**config.mk**
```make
export PLATFORM = sky130hd
export DESIGN_NAME = universal_shift_reg
export DESIGN_NICKNAME = d
export VERILOG_FILES = /design/src/rtl/universal_shift_reg.sv
export SDC_FILE = /design/constraint.sdc
export NUM_CORES = 1
export LEC_CHECK = 0
export CAP_MARGIN = 5
export CORE_MARGIN = 2
export CORE_UTILIZATION = 48
export DETAILED_ROUTE_END_ITERATION = 12
export GPL_TIMING_DRIVEN = 0
export HOLD_SLACK_MARGIN = 0.15
export PLACE_DENSITY = 0.89
export SYNTH_ARGS = -nofsm -noshare
export SYNTH_HDL_FRONTEND = slang
export SYNTH_SLANG_ARGS = --single-unit
```
**constraint.sdc**
```tcl
create_clock -name clk -period 3.19 [get_ports clk]
set_input_delay 0.319 -clock clk [delete_from_list [all_inputs] [get_ports clk]]
set_output_delay 0.319 -clock clk [all_outputs]
set_load 0.01 [all_outputs]
```
**src/rtl/universal_shift_reg.sv**
```systemverilog
// universal_shift_reg: parametrised shift/rotate/load register with clock enable and WIDTH-shift frame counter
module universal_shift_reg #(
  parameter int WIDTH = 8,
  parameter logic [WIDTH-1:0] RESET_VAL = '0,
  localparam int CW = $clog2(WIDTH) + 1
) (
  input  logic             clk,
  input  logic             reset,
  input  logic             en,
  input  logic [2:0]       mode,
  input  logic             sin_l,
  input  logic             sin_r,
  input  logic [WIDTH-1:0] pdata_in,
  output logic [WIDTH-1:0] data_out,
  output logic             sout_msb,
  output logic             sout_lsb,
  output logic [CW-1:0]    shift_cnt,
  output logic             frame_valid
);
  logic [WIDTH-1:0] q, q_nxt;
  logic [CW-1:0] cnt_nxt;
  logic shifting, wrap;
  always_comb begin
    q_nxt = mode == 3'd1 ? {q[WIDTH-2:0], sin_r} :
            mode == 3'd2 ? {sin_l, q[WIDTH-1:1]} :
            mode == 3'd3 ? {q[WIDTH-1], q[WIDTH-1:1]} :
            mode == 3'd4 ? {q[WIDTH-2:0], q[WIDTH-1]} :
            mode == 3'd5 ? {q[0], q[WIDTH-1:1]} :
            mode == 3'd6 ? pdata_in :
            mode == 3'd7 ? '0 : q;
    shifting = mode == 3'd1 || mode == 3'd2 || mode == 3'd3;
    wrap = shifting && shift_cnt == CW'(WIDTH - 1);
    cnt_nxt = mode[2:1] == 2'b11 || wrap ? '0 :
              shifting ? shift_cnt + 1'b1 : shift_cnt;
  end
  always_ff @(posedge clk) begin
    if (reset) begin
      q <= RESET_VAL;
      shift_cnt <= '0;
      frame_valid <= 1'b0;
    end else if (en) begin
      q <= q_nxt;
      shift_cnt <= cnt_nxt;
      frame_valid <= wrap;
    end else begin
      frame_valid <= 1'b0;
    end
  end
  assign data_out = q;
  assign sout_msb = q[WIDTH-1];
  assign sout_lsb = q[0];
endmodule

```
== After elaboration in Yosys (flattened, before gate mapping) ==
Index checks and enable logic that the tools add are counted.

* Register bits: 13
* Latch bits: 0
* Memory bits (writable): 0
* Bits in read-only memories: 0
* Input bits: 16
* Output and inout port bits: 15
* Logic and storage cells: 36
* Memories: 0

* Add/subtract/negate cells: 1
* Multipliers: 0
* Divide/modulo/power cells: 0
* $lt $le $gt $ge: 0
* Equal/unequal tests: 10
* Shifts and indexed selects: 0
* Muxes and demuxes: 9
* Bitwise operators: 1
* Reduce and logical (&&, ||, !) cells: 11

{| class="wikitable"
|+ Operators with widths
! cell !! number
|-
| 2-to-1 mux 8 bit || 7
|-
| == test 3 bit, second input constant || 4
|-
| 2-to-1 mux 4 bit || 2
|-
| nonzero test 7 bit || 1
|-
| == test 3 x 2 -> 1 bit, second input constant || 2
|-
| nonzero test 6 bit || 1
|-
| adder 4 x 1 -> 4 bit, second input constant || 1
|-
| == test 4 x 3 -> 1 bit, second input constant || 1
|-
| AND reduction 2 bit || 2
|-
| == test 3 x 1 -> 1 bit, second input constant || 1
|-
| logical OR 1 bit || 3
|-
| != test 3 bit, second input constant || 1
|-
| AND reduction 3 bit || 1
|-
| == test 2 bit, second input constant || 1
|-
| nonzero test 2 bit || 1
|-
| OR reduction 2 bit || 1
|-
| logical AND 1 bit || 1
|-
| inverter 1 bit || 1
|}

== Depth between registers and ports, before layout ==
Gate-level depths: netlist of the first run.

* Depth after elaboration: 8
* Depth in mapped cells: 6
* Depth with buffers taken out: 4

== Worst setup path after synthesis of the first run ==
Ideal clock, no wire load.

* Path type: input to register
* Start: in mode[1]
* End: reg q[2] (netlist: data_out[2])
* Library setup time: 103 ps
* Data arrival time: 1430 ps
* Required time: 3087 ps
* Path slack: 1657 ps
* Cell stages on the path: 6
* Buffers on the path: 2
* Cell sequence: buf_6 -> or3b_4 -> buf_6 -> o311ai_2 -> a221oi_2 -> a2111oi_2

* Cells in the longest elaborated chain, start to end: 7
* Elaborated cells on any way between the ends: 15
* Classes of those cells: eq/ne: 7; mux: 6; reduce/logical: 2

{| class="wikitable"
|+ Ends and longest elaborated chain
! what !! RTL line !! text
|-
| start, declared || 10 || <nowiki>input logic [2:0] mode,</nowiki>
|-
| == test 3 bit || 29 || <nowiki>mode == 3'd6 ? pdata_in :</nowiki>
|-
| 2-to-1 mux 8 bit || 29 ||
|-
| 2-to-1 mux 8 bit || 28 || <nowiki>mode == 3'd5 ? {q[0], q[WIDTH-1:1]} :</nowiki>
|-
| 2-to-1 mux 8 bit || 27 || <nowiki>mode == 3'd4 ? {q[WIDTH-2:0], q[WIDTH-1]} :</nowiki>
|-
| 2-to-1 mux 8 bit || 26 || <nowiki>mode == 3'd3 ? {q[WIDTH-1], q[WIDTH-1:1]} :</nowiki>
|-
| 2-to-1 mux 8 bit || 25 || <nowiki>mode == 3'd2 ? {sin_l, q[WIDTH-1:1]} :</nowiki>
|-
| 2-to-1 mux 8 bit || 24 || <nowiki>q_nxt = mode == 3'd1 ? {q[WIDTH-2:0], sin_r} :</nowiki>
|-
| end signal, assigned || 42 || <nowiki>q <= q_nxt;</nowiki>
|-
| end, declared || 20 || <nowiki>logic [WIDTH-1:0] q, q_nxt;</nowiki>
|}

Parallel ways exist; a longest one is shown, timed or not. The select of a mux whose other input is x is not followed.
A chain may end at the register's enable or synchronous reset.

== Worst setup path in the final report of the first run ==
* Start: in mode[2]
* End: reg q[0] (netlist: data_out[0])

Same word-level chain as after synthesis.

==> reports/metrics.cfg, run 1 <==
[run_status]
status=complete, no violations

[critical_path]
cp_slowest_cell=clkdlybuf4s50_1
crit_fanout=10
cp_top_family=buffers and inverters
endpoint_kind=register
cp.buffers_inverters=3
cp.required_ns=3.34
ff2ff_path_depth=4
cp-start-kind=input pin
arrival_ns=1.96
cpMostUsedCell=buf_2
max_stage_delay_ns=0.55
path_cells=clkdlybuf4s50_1 -> buf_2 -> and3_1 -> buf_2 -> a221oi_1 -> a2111oi_1
cp_num_cells=6
path_class=input pin to register

[drt]
vias=950
met2WireLength_um=1140
dr.max_layer_used=met3
postRouteAntennaNets=0
drt_iter0_markers=28
first_pass_iters=4
drcViolationCount=0
wl_met3_um=105
wl_um=2260
viasPerCell=5.79
wl_met1_um=1020
wl_per_cell_um=13.8

[sta]
setup_tns_ns=0
rsz0062_at_grt=false
fin_crit_sh=0.566
skew_ns=0.00844
final_hold_viol_count=0
fmax_ghz=0.554
worst_slew_pin_slew_ns=0.581
period_minus_slack_ns=1.80
slew-limit-headroom=0.612
setup_violations=0
slew_viol_final=0

[clock_tree]
cts_setup_buffers=0
ctsLongestPathBuffers=2
h-tree-depth=1
ctsResizeCount=0
cts.sinks=13
cts_buffers=3
cts_tree=yes
cts_hold_buf=0
path_clk_slew_ns=0.09
clock_latency_ns=0.27
clockRootBuffer=clkbuf_4

[synth]
ys_seq_elements=13
synth_area_um2=933
syn_inst=107
seq_area_frac_synth=0.279
ys_warn_count=0
ys_types=35
syn_area_per_cell_um2=8.72
syn-num-nets=124

[power_and_ir_drop]
power.total_w=0.000410
pwr_density_cell_nw_per_um2=323
cellLeakagePower_nw=0.456
vdd_drop_max_mv=0.170

[floorplan]
io_pins=31
die_w_um=48.1
fp-row-count=15
start_util=0.524
die_h_um=48.1
core-area_um2=1780
dieArea_um2=2310

[grt]
grt_pass1_vias=779
antenna_found_initial=0
grt_pass1_wl_um=3480
grt_usage=0.210
overflow=0
grt_max_degree=11

[min_path]
hp-class=input pin to register
worstHoldPathCells=3

[placement]
io_buffers=28
placed_cells=160
placed_cell_area_um2=1240
post-dp-hpwl_um=1690
gp_congestion=0.920

[job]
maxCapViolCount=0

[cells_and_area]
stdcell_area_um2=1270
fin_nets=157
layout-drive-gt1-share=0.165
mostFrequentLayoutCells=clkdlybuf4s50_1, nor2_1, dfxtp_1, inv_1
stdcell_count=164
utilization=0.713
antenna_cells=0
fillers=159
syn2layout_area_growth_pct=36.2
final_common_cell=clkdlybuf4s50_1

-- synth_stat cells (all sizes together) --
| cell type | count | area (um2) |
|---|---|---|
| or4 | 1 | 7.51 |
| a21o | 1 | 7.51 |
| or3b | 1 | 11.3 |
| nand3 | 1 | 5.00 |
| xnor2 | 1 | 8.76 |
| o31a | 1 | 8.76 |
| nand3b | 2 | 15.0 |
| buf | 10 | 82.6 |
| nand2b | 2 | 12.5 |
| nand2 | 3 | 11.3 |
| a31oi | 2 | 12.5 |
| mux2i | 2 | 32.5 |
| nor2 | 17 | 63.8 |
| a32oi | 1 | 8.76 |
| nor2b | 2 | 12.5 |
| inv | 10 | 37.5 |
| or3 | 3 | 18.8 |
| ha | 1 | 12.5 |
| dfxtp | 13 | 260 |
| xor2 | 1 | 8.76 |
| a221oi | 7 | 73.8 |
| a2111oi | 7 | 90.1 |
| o21ai | 5 | 25.0 |
| o311ai | 7 | 76.3 |
| and3 | 1 | 6.26 |
| nor3 | 1 | 5.00 |
| a21oi | 3 | 15.0 |
| clkbuf | 1 | 3.75 |
-- report_power, final --
group	total, W	internal, W	switching [W]
combinational	0.000125	0.0000675	0.0000574
clock	0.000103	0.0000483	0.0000544
sequential	0.000183	0.000171	0.0000117
total	0.000410	0.000287	0.000123
-- layout make-up --
type	instances	area (um2)	area share
repair buffers	28	280	0.220
multi-input cells	73	549	0.432
flip-flops and latches	13	260	0.205
inverters	10	37.5	0.0295
well taps	25	31.3	0.0246
plain buffers	11	86.3	0.0679
clock buffers	4	26.3	0.0207
-- through the flow --
| stage | worst slack (ns) | hold WS (ns) |
|---|---|---|
| 6_report | 1.39 | 0.340 |
| 5_1_grt | 1.26 | 0.369 |
| 4_1_cts | 1.39 | 0.337 |
| 3_5_place_dp | 1.11 | 0.491 |
| 3_3_place_gp | 1.13 | 0.483 |
| 2_1_floorplan | 1.66 | 0.396 |
-- kinds of logic (layout without fill, tap and decap cells) --
kind of cell / count (synthesis) / in the layout / share of synthesized area
compound gates: 34 / 34 / 0.340
xor+xnor: 2 / 2 / 0.0188
fa+ha+maj: 1 / 1 / 0.0134
buf+inv: 21 / 53 / 0.133
flops: 13 / 13 / 0.279
mux: 2 / 2 / 0.0349
simple gates: 34 / 34 / 0.181
-- path summary, 6_finish.rpt --
path | startpoint | endpoint | slack, ns
worst max-delay path | mode[2] | data_out[0] | 1.39
worst min-delay path | mode[0] | frame_valid | 0.34
worst max register to register | shift_cnt[0] | shift_cnt[3] | 1.72
worst min register to register | shift_cnt[1] | shift_cnt[1] | 0.50
-- worst reg2reg max path, stage by stage, from the launching register on --
cell and delay, ns:
dfxtp_1 0.35, ha_1 0.24, a21o_1 0.18, or4_1 0.46, a31oi_1 0.17
-- per-layer routing --
metal,vias up,GRT usage
met4,0,0.0486
li1,464,-
met1,454,0.290
met2,32,0.347
met3,0,0.0296
met5,-,0
-- state kept, by name (all words and copies together) (netlist names) --
signal / flops
data_out: 8
frame_valid: 1
shift_cnt: 4
No activity file was read; power rests on OpenSTA's default activity.
==> run 2, diff against run 1 <==
- CORE_UTILIZATION: 48 -> 45
- PLACE_DENSITY: 0.89 -> 0.85
- clock period: 3.19 -> 1.9 ns (I/O delays scaled with it)
==> run 2 against run 1 <==
Final area up 0.20%. First-iteration DRC count shrank 39%. Sequential power up 68%. Power is 71% higher. Largest power group unchanged. Global-route usage fell by 0.11 points. Die area rose by 6.1%. Clock skew down 0.0064 ns. Critical path type unchanged. Critical path depth unchanged. Count of clock-buffer cells in the layout stayed put. Highest routed layer is now met4.
==> reports/metrics.cfg, run 2 (synthesized netlist as in run 1, its figures left out) <==
[run_status]
status=complete, no violations

[critical_path]
reg2reg_to=shift_cnt[3]
r2r_start=shift_cnt[0]
reg2reg_slack_ns=0.38
path_class=input pin to register
cp.required_ns=2.07
crit_fanout=10
ff2ff_path_depth=4
cp-start-kind=input pin
arrival_ns=1.88
endpoint_kind=register

[power_and_ir_drop]
clockPowerShare=0.260
p_sw_w=0.000218
power.total_w=0.000700
p_seq_frac=0.440
p_int_w=0.000482
vdd_drop_max_mv=0.453
cellLeakagePower_nw=0.456
comb_power_share=0.300
pwr_density_cell_nw_per_um2=550
netSwitchingFraction=0.311

[floorplan]
dieArea_um2=2450
io_pins=31
fp-row-count=16
die_w_um=49.5
start_util=0.476
die_h_um=49.5
core-area_um2=1960

[clock_tree]
clock_latency_ns=0.29
cts_hold_buf=0
cts_setup_buffers=0
clockRootBuffer=clkbuf_4
ctsResizeCount=0
cts.sinks=13
cts_tree=yes
cts_buffers=3
h-tree-depth=1
ctsLongestPathBuffers=2
path_clk_slew_ns=0.08

[sta]
period_minus_slack_ns=1.72
rsz0062_at_grt=false
slew_viol_final=0
setup_tns_ns=0
worst_slew_pin_slew_ns=0.585
slew-limit-headroom=0.610
fmax_ghz=0.583
fin_crit_sh=0.903
skew_ns=0.00207
final_hold_viol_count=0
setup_violations=0

[drt]
wl_met3_um=114
drcViolationCount=0
vias=955
dr.max_layer_used=met4
drt_iter0_markers=17
viasPerCell=5.75
wl_per_cell_um=14.4
wl_um=2390
met2WireLength_um=1180
wl_met1_um=1060
first_pass_iters=4
postRouteAntennaNets=0

[cells_and_area]
largest_register_ffs=8
antenna_cells=0
fillers=172
fin_nets=157
layout-drive-gt1-share=0.165
final_common_cell=clkdlybuf4s50_1
syn2layout_area_growth_pct=36.5
mostFrequentLayoutCells=clkdlybuf4s50_1, nor2_1, dfxtp_1, inv_1
stdcell_area_um2=1270

[grt]
antenna_found_initial=0
overflow=0
grt_pass1_vias=903
grt_max_degree=11
grt_pass1_wl_um=4070
grt_usage=0.209

[placement]
placed_cell_area_um2=1250
post-dp-hpwl_um=1780
io_buffers=28
gp_congestion=0.835

[job]
maxCapViolCount=0

[min_path]
worstHoldPathCells=3
min_from=mode[0]
hp-class=input pin to register
holdPathEnd=frame_valid

[run 2: cell counts in the layout (fill, tap and decap cells not counted)]
No cell type changed its count.
[run 2: area by class of cell]
type | count | area, um2 | area share
Timing Repair Buffer | 28 | 280 | 0.220
Clock buffer | 4 | 26.3 | 0.0206
Buffer | 11 | 86.3 | 0.0678
Inverter | 10 | 37.5 | 0.0295
Tap cell | 27 | 33.8 | 0.0265
Sequential cell | 13 | 260 | 0.204
Multi-Input combinational cell | 73 | 549 | 0.431
[run 2: worst max path at each step]
| stage | startpoint | to | slack [ns] |
|---|---|---|---|
| 3_5_place_dp | mode[2] | data_out[5] | -0.1 |
| 5_1_grt | mode[2] | data_out[5] | 0.07 |
| 4_1_cts | mode[2] | data_out[5] | 0.21 |
| 3_3_place_gp | mode[2] | data_out[0] | -0.05 |
| 2_1_floorplan | shift_cnt[0] | shift_cnt[3] | 0.49 |
| 6_report | mode[2] | data_out[5] | 0.18 |
[run 2: per-stage QoR]
stage	cells	utilization	hold slack (ns)	worst slack [ns]
after global routing	166	0.649	0.199	0.0694
after floorplan	107	-	0.267	0.488
after global placement	162	0.636	0.476	-0.0534
after CTS	166	0.649	0.189	0.206
after detailed placement	162	0.636	0.484	-0.0965
final	166	0.649	0.189	0.184
[run 2: power groups by stage]
| stage | combinational [W] | sequential (W) | clock [W] |
|---|---|---|---|
| floorplan | 0.000119 | 0.000316 | 0 |
| global placement | 0.000205 | 0.000313 | 0 |
| detailed placement | 0.000209 | 0.000314 | 0 |
| CTS | 0.000210 | 0.000307 | 0.000185 |
| global route | 0.000228 | 0.000311 | 0.000199 |
| finish | 0.000210 | 0.000308 | 0.000182 |
[run 2: routing by layer]
metal | global-route usage | vias up
met5 | 0 | -
met4 | 0.0741 | 0
met3 | 0.0485 | 5
met2 | 0.362 | 27
met1 | 0.249 | 462
li1 | - | 461
[run 2: critical path, cell delays in order]
cell and delay (ns):
clkdlybuf4s50_1 0.55, buf_2 0.26, and3_1 0.17, buf_2 0.19
a221oi_1 0.10, a2111oi_1 0.41
